--- config.mk ---
export PLATFORM = sky130hd
export DESIGN_NAME = router_fsm_flat
export DESIGN_NICKNAME = d
export VERILOG_FILES = /design/src/rtl/router_pkg.sv /design/src/rtl/router_fsm_if.sv /design/src/rtl/router_fsm.sv /design/src/flat_wrapper.sv
export SDC_FILE = /design/constraint.sdc
export NUM_CORES = 1
export LEC_CHECK = 0
export CORE_AREA = 2 2 39 41
export CTS_CLUSTER_DIAMETER = 30
export CTS_CLUSTER_SIZE = 40
export DETAILED_ROUTE_END_ITERATION = 10
export DIE_AREA = 0 0 41 43
export PLACE_DENSITY = 0.8
export RECOVER_POWER = 100
export SLEW_MARGIN = 20
export SYNTH_ARGS = -nofsm -noshare
export SYNTH_HDL_FRONTEND = slang
export SYNTH_SLANG_ARGS = --single-unit
--- constraint.sdc ---
create_clock -name clock -period 1.75 [get_ports clock]
set_clock_uncertainty 0.15 [all_clocks]
set_input_delay 0.35 -clock clock [delete_from_list [all_inputs] [get_ports clock]]
set_output_delay 0.35 -clock clock [all_outputs]
set_load 0.03 [all_outputs]
--- src/rtl/router_pkg.sv ---
// router_pkg: shared sizes and the state encoding of the router control FSM.
package router_pkg;
    localparam int NUM_PORTS = 3;
    localparam int ADDR_W = 2;
    typedef enum logic [2:0] {
        DECODE_ADDRESS     = 3'd0,
        LOAD_FIRST_DATA    = 3'd1,
        LOAD_DATA          = 3'd2,
        FIFO_FULL_STATE    = 3'd3,
        LOAD_AFTER_FULL    = 3'd4,
        LOAD_PARITY        = 3'd5,
        CHECK_PARITY_ERROR = 3'd6,
        WAIT_TILL_EMPTY    = 3'd7
    } state_t;
endpackage

--- src/rtl/router_fsm_if.sv ---
// router_fsm_if: control bundle between the router FSM (master) and its surroundings (slave).
interface router_fsm_if
    import router_pkg::*;
#(
    parameter int N = NUM_PORTS,
    parameter int W = ADDR_W
);
    logic pkt_valid;
    logic [W-1:0] data_in;
    logic fifo_full;
    logic [N-1:0] fifo_empty;
    logic [N-1:0] soft_reset;
    logic parity_done;
    logic low_pkt_valid;
    logic detect_add;
    logic lfd_state;
    logic ld_state;
    logic full_state;
    logic laf_state;
    logic rst_int_reg;
    logic write_enb_reg;
    logic busy;
    logic [W-1:0] dest_addr;
    modport master (
        input  pkt_valid, data_in, fifo_full, fifo_empty, soft_reset, parity_done, low_pkt_valid,
        output detect_add, lfd_state, ld_state, full_state, laf_state, rst_int_reg,
               write_enb_reg, busy, dest_addr
    );
    modport slave (
        output pkt_valid, data_in, fifo_full, fifo_empty, soft_reset, parity_done, low_pkt_valid,
        input  detect_add, lfd_state, ld_state, full_state, laf_state, rst_int_reg,
               write_enb_reg, busy, dest_addr
    );
endinterface

--- src/rtl/router_fsm.sv ---
// router_fsm: 1x3 router control FSM; decodes the header address and sequences one packet.
module router_fsm
    import router_pkg::*;
(
    input logic clock,
    input logic resetn,
    router_fsm_if.master bus
);
    localparam int PAD = 2 ** ADDR_W;
    state_t state, next_state;
    logic [ADDR_W-1:0] next_addr;
    logic [PAD-1:0] empty_pad, sreset_pad;
    // Pad the per-port flags so any address value indexes in range.
    assign empty_pad  = PAD'(bus.fifo_empty);
    assign sreset_pad = PAD'(bus.soft_reset);
    always_ff @(posedge clock) begin
        if (!resetn) begin
            state         <= DECODE_ADDRESS;
            bus.dest_addr <= '0;
        end else begin
            state         <= next_state;
            bus.dest_addr <= next_addr;
        end
    end
    always_comb begin
        next_state = state;
        next_addr  = bus.dest_addr;
        if (state != DECODE_ADDRESS && sreset_pad[bus.dest_addr]) begin
            next_state = DECODE_ADDRESS;
        end else begin
            case (state)
                DECODE_ADDRESS:
                    if (bus.pkt_valid && int'(bus.data_in) < NUM_PORTS) begin
                        next_addr  = bus.data_in;
                        next_state = empty_pad[bus.data_in] ? LOAD_FIRST_DATA : WAIT_TILL_EMPTY;
                    end
                WAIT_TILL_EMPTY:    next_state = empty_pad[bus.dest_addr] ? LOAD_FIRST_DATA : WAIT_TILL_EMPTY;
                LOAD_FIRST_DATA:    next_state = LOAD_DATA;
                LOAD_DATA:          next_state = bus.fifo_full ? FIFO_FULL_STATE :
                                                 !bus.pkt_valid ? LOAD_PARITY : LOAD_DATA;
                FIFO_FULL_STATE:    next_state = bus.fifo_full ? FIFO_FULL_STATE : LOAD_AFTER_FULL;
                LOAD_AFTER_FULL:    next_state = bus.parity_done ? DECODE_ADDRESS :
                                                 bus.low_pkt_valid ? LOAD_PARITY : LOAD_DATA;
                LOAD_PARITY:        next_state = CHECK_PARITY_ERROR;
                CHECK_PARITY_ERROR: next_state = bus.fifo_full ? FIFO_FULL_STATE : DECODE_ADDRESS;
                default:            next_state = DECODE_ADDRESS;
            endcase
        end
    end
    always_comb begin
        bus.detect_add    = state == DECODE_ADDRESS;
        bus.lfd_state     = state == LOAD_FIRST_DATA;
        bus.ld_state      = state == LOAD_DATA;
        bus.full_state    = state == FIFO_FULL_STATE;
        bus.laf_state     = state == LOAD_AFTER_FULL;
        bus.rst_int_reg   = state == CHECK_PARITY_ERROR;
        bus.write_enb_reg = state == LOAD_DATA || state == LOAD_AFTER_FULL || state == LOAD_PARITY;
        bus.busy          = !(state == DECODE_ADDRESS || state == LOAD_DATA);
    end
endmodule

--- src/flat_wrapper.sv ---
// flat-port wrapper written by rule: the top's interface ports become plain ports
module router_fsm_flat import router_pkg::*;
  (clock, resetn, bus_pkt_valid, bus_data_in, bus_fifo_full, bus_fifo_empty, bus_soft_reset, bus_parity_done, bus_low_pkt_valid, bus_detect_add, bus_lfd_state, bus_ld_state, bus_full_state, bus_laf_state, bus_rst_int_reg, bus_write_enb_reg, bus_busy, bus_dest_addr);
  router_fsm_if bus_i ();
  input logic clock;
  input logic resetn;
  input wire logic [$bits(bus_i.pkt_valid)-1:0] bus_pkt_valid;
  input wire logic [$bits(bus_i.data_in)-1:0] bus_data_in;
  input wire logic [$bits(bus_i.fifo_full)-1:0] bus_fifo_full;
  input wire logic [$bits(bus_i.fifo_empty)-1:0] bus_fifo_empty;
  input wire logic [$bits(bus_i.soft_reset)-1:0] bus_soft_reset;
  input wire logic [$bits(bus_i.parity_done)-1:0] bus_parity_done;
  input wire logic [$bits(bus_i.low_pkt_valid)-1:0] bus_low_pkt_valid;
  output wire logic [$bits(bus_i.detect_add)-1:0] bus_detect_add;
  output wire logic [$bits(bus_i.lfd_state)-1:0] bus_lfd_state;
  output wire logic [$bits(bus_i.ld_state)-1:0] bus_ld_state;
  output wire logic [$bits(bus_i.full_state)-1:0] bus_full_state;
  output wire logic [$bits(bus_i.laf_state)-1:0] bus_laf_state;
  output wire logic [$bits(bus_i.rst_int_reg)-1:0] bus_rst_int_reg;
  output wire logic [$bits(bus_i.write_enb_reg)-1:0] bus_write_enb_reg;
  output wire logic [$bits(bus_i.busy)-1:0] bus_busy;
  output wire logic [$bits(bus_i.dest_addr)-1:0] bus_dest_addr;
  assign bus_i.pkt_valid = bus_pkt_valid;
  assign bus_i.data_in = bus_data_in;
  assign bus_i.fifo_full = bus_fifo_full;
  assign bus_i.fifo_empty = bus_fifo_empty;
  assign bus_i.soft_reset = bus_soft_reset;
  assign bus_i.parity_done = bus_parity_done;
  assign bus_i.low_pkt_valid = bus_low_pkt_valid;
  assign bus_detect_add = bus_i.detect_add;
  assign bus_lfd_state = bus_i.lfd_state;
  assign bus_ld_state = bus_i.ld_state;
  assign bus_full_state = bus_i.full_state;
  assign bus_laf_state = bus_i.laf_state;
  assign bus_rst_int_reg = bus_i.rst_int_reg;
  assign bus_write_enb_reg = bus_i.write_enb_reg;
  assign bus_busy = bus_i.busy;
  assign bus_dest_addr = bus_i.dest_addr;
  router_fsm u_core (.clock(clock), .resetn(resetn), .bus(bus_i));
endmodule
After elaboration in Yosys (flattened, before gate mapping):

Cells that the tools add are included.

* bits in read-only memories: 0
* latch bits: 0
* bits in writable memories: 0
* memories kept: 0
* output and inout bits: 10
* flip-flop bits (word level): 5
* input port bits: 14

* equal/unequal tests: 8
* bitwise gates (word level): 2
* multipliers: 0
* magnitude comparators: 3
* add/subtract/negate cells: 0
* mux-type cells: 16
* shift-type cells: 0
* reductions and logical operators: 10
* div/mod/pow operators: 0

Operators with widths (number)
* $mux 3: 8
* $pmux 3 s8: 1
* $eq 3x3->1 const B: 4
* $bmux 1 s2: 3
* $eq 3x2->1 const B: 2
* $lt 2x3->1 const B: 2
* $eq 3x1->1 const B: 1
* $logic_not 3->1: 1
* $logic_or 1x1->1: 3
* $mux 1: 3
* $reduce_and 3->1: 1
* $reduce_bool 3->1: 1
* $logic_and 1x1->1: 2
* $lt 2x2->1 const B: 1
* $mux 2: 1
* $ne 2x1->1 const B: 1
* $not 1->1: 2
* $reduce_or 2->1: 1
* $logic_not 1->1: 1

Logic depth before layout (Yosys ltp):

Gate-level depths: netlist of the first run.

* word-level depth: 5
* mapped depth: 5
* depth with buffers taken out: 4

Worst setup path after synthesis of the first run:

Ideal clock, no wire load.

* kind: register -> register
* from: register u_core.state[0]
* to: register u_core.state[1]
* stages on the path, launching flop included: 6
* library setup time: 70 ps
* data arrival time: 1718 ps
* slack: -188 ps
* cells stage by stage: dfxtp_1 > buf_2 > nor3_1 > o221ai_1 > o21a_1 > a21oi_1

RTL lines
* start: declaration: line router_fsm.sv:10 `state_t state, next_state;`
* start signal: assignment: line router_fsm.sv:21 `state <= next_state;`
* $logic_not 3->1 *
* via bus_detect_add: line flat_wrapper.sv:14 `output wire logic [$bits(bus_i.detect_add)-1:0] bus_detect_add;`
* $pmux 3 s8 or $ne 2x1->1 (tied branches)

Mark *: on every way through the listed nets, which the timed path passes. The rest lies on a longest branch.
A chain may end at the register's enable or synchronous reset.

Worst setup path in the final report of the first run:

* from: input port bus_pkt_valid
* to: register u_core.state[0]

* cells in the longest elaborated chain, start to end: 3

Ends and longest elaborated chain
* start: declaration: line flat_wrapper.sv:7 `input wire logic [$bits(bus_i.pkt_valid)-1:0] bus_pkt_valid;`
* $mux 3: line router_fsm.sv:40 `!bus.pkt_valid ? LOAD_PARITY : LOAD_DATA;`
* $mux 3: line router_fsm.sv:39 `LOAD_DATA: next_state = bus.fifo_full ? FIFO_FULL_STATE :`
* $pmux 3 s8: line router_fsm.sv:31 `case (state)`

Parallel ways exist; a longest one is shown, timed or not.

==> results of run 1 <==
-- registers in the layout, indices dropped and copies added (netlist names) --
register,cells
u_core.bus.dest_addr,2
u_core.state,3
-- metrics by stage --
step | instance area [µm²] | TNS [ns]
after floorplan | 433 | 0
after global placement | 704 | -0.703
after detailed placement | 704 | -0.739
after CTS | 727 | 0
after global routing | 728 | 0
final | 728 | 0
-- synthesized netlist by cell type (2+ instances only) --
cell type	count	share of area [%]
a21oi_1	5	5.9
o21ai_0	4	4.7
buf_2	2	2.4
dfxtp_1	5	24
nand2b_1	2	3.0
nor3b_1	2	3.5
nor3_1	2	2.4
mux2i_1	2	4.7
inv_1	3	2.7
nor2_1	5	4.4
-- where the power goes --
group | internal [mW] | total [mW] | switching [mW]
logic | 0.401 | 0.949 | 0.548
clock network | 0.0861 | 0.131 | 0.0454
registers | 0.158 | 0.183 | 0.0254
-- layer usage --
| layer | routed length, µm | part of all wire (%) | GRT usage, % | vias to the layer above |
|---|---|---|---|---|
| li1 | - | - | - | 268 |
| met1 | 555 | 44 | 17.4 | 238 |
| met2 | 607 | 49 | 25.3 | 15 |
| met3 | 72 | 5.8 | 4.71 | 2 |
| met4 | 15 | 1.2 | 5.33 | 0 |
| met5 | 0 | 0 | 0 | - |
-- cell families after synthesis --
| family | synth area share (%) |
|---|---|
| AOI/OAI and AO/OA | 32.0 |
| buffers and inverters | 5.92 |
| DFF | 23.7 |
| muxes | 8.28 |
| and+or+nand+nor | 30.2 |
-- layout make-up --
| class | count | share of cell area, % |
|---|---|---|
| multi-input cells | 44 | 43.8 |
| inverters | 3 | 1.55 |
| clock buffers | 4 | 3.61 |
| repair buffers | 30 | 34.5 |
| flip-flops and latches | 5 | 13.7 |
| well taps | 16 | 2.75 |
-- what timing repair did --
item	CTS	global route
pin swaps	0	1
gates resized for setup	3	4
setup buffers	0	0
cloned	0	0
endpoints found under the setup margin	3	1
-- worst paths after layout --
path | startpoint | end | slack, ns | depth (start not counted)
max | bus_pkt_valid | u_core.state[0] | 0.06 | 5
min | u_core.state[0] | u_core.state[0] | 0.54 | 4
max reg2reg | u_core.state[2] | u_core.state[0] | 0.13 | 5
min reg2reg | u_core.state[0] | u_core.state[0] | 0.54 | 4
-- worst min-delay path: cells and delay by family, from the launching register on --
kind / cells / cell delay [ns]
buf+inv: 2 / 0.19
compound gates: 2 / 0.14
flops: 1 / 0.32
==> metrics, run 1 <==
DR vias/cell 5.13; Tmin final between 1.5 and 2 ns; worst hold slack roughly 0.54 ns; Post-Syn Nets roughly 70; LEAKAGE between 0.3 and 0.4 nW; CTS root buffer clkbuf_4; core area roughly 0.0014 mm²; Synth cell types 33; Initial DRT Pass Iterations 4; relative slew slack 79.8%; nets roughly 100; global-route wire length before repair 1.88 mm; gpl congestion approximately 0.66; total power between 1 and 1.5 mW; most frequent cells in the layout 13 x clkdlybuf4s50_1, 10 x buf_4, 5 x nor2_1, 5 x a21oi_1, 5 x dfxtp_1; startpoint types input pin; Clock Latency Late Sink 0.24 ns; RSZ-0062 raised after global routing false; crit share post-route a little over nine tenths; CTS tree built; average size of a mapped cell 7.69 µm²; placed cells 98; die area around 0.0018 mm²; vias in the first global route between 400 and 500; Worst Path Required about 1.8 ns; Reg area ~100 µm²; Worst EP arrival 1.70 ns; Core Util, Final 52.6%; Worst-path clk slew around 0.04 ns; largest net degree at the start of global routing 13; die width around 40 µm; gr usage total around 15%; die height 43 µm; Port Buffers 23; Top FF cell, synth dfxtp_1; initial antenna violation count 0; # H-tree levels 1; Fin. Hold Viols 0; setup ws final about 0.06 ns; clock sinks 5; WP buf/inv 1; Clock Tree Buf Depth 2; First DRT Iteration DRCs 13; multi-input logic area 319 µm²; Initial Util approximately 30%; Final Non-Filler Cells ~100; Synth Cell Area roughly 420 µm²; most common cell after layout, fill and taps aside clkdlybuf4s50_1; pwr dens 1730 mW/mm²; cell family with most CP delay buffers and inverters; DRC Markers 0; Slew Viols, Final 0; # setup viols final 0; total gr overflow 0; critical path type in -> reg; area grow syn2layout 72.2%; Yosys Warn Count 0; post-synthesis sequential area ratio roughly a quarter; Ant. Diodes 0; Post-synth EDFFs 0; Fill cells 125; hold buffers post-CTS 0; Max Fclk roughly 600 MHz; WL/cell about 12 µm; IO Count 24; number of max-cap violations 0; Core Rows 14; CP peak stage delay about 0.49 ns; Syn Inst Count 55; layout cells sized above 1 30.2%; ANT nets after route 0; CTS Buf Count 3; Peak VDD IR ~0.67 mV; Routed WL ~1.2 mm; Place WS -0.175 ns; Worst Setup End Kind flip-flop; hold crit path type reg -> reg; Post-DP HPWL around 990 µm; Least-Margin Pin Slew about 0.3 ns; crit-path max FO 4; FF+latch count, synth 5; Slowest-stage cell, CP clkdlybuf4s50_1; worst-path cell chain clkdlybuf4s50_1, or4b_4, a21oi_2, o21ai_1, a21oi_1; share of async-settable or async-resettable flops after synthesis 0%; run status completed; via count 523
No activity file was read; power rests on OpenSTA's default activity.
==> inputs of run 2 (changes only) <==
ABC_CLOCK_PERIOD_IN_PS = 1750   (was default)
==> results of run 2 <==
No change in the layout: final DEF, timing and power equal those of run 1.
==> inputs of run 3 (changes only) <==
GPL_ROUTABILITY_DRIVEN = 0   (was default)
==> results of run 3 <==
No change in the layout: final DEF, timing and power equal those of run 1.
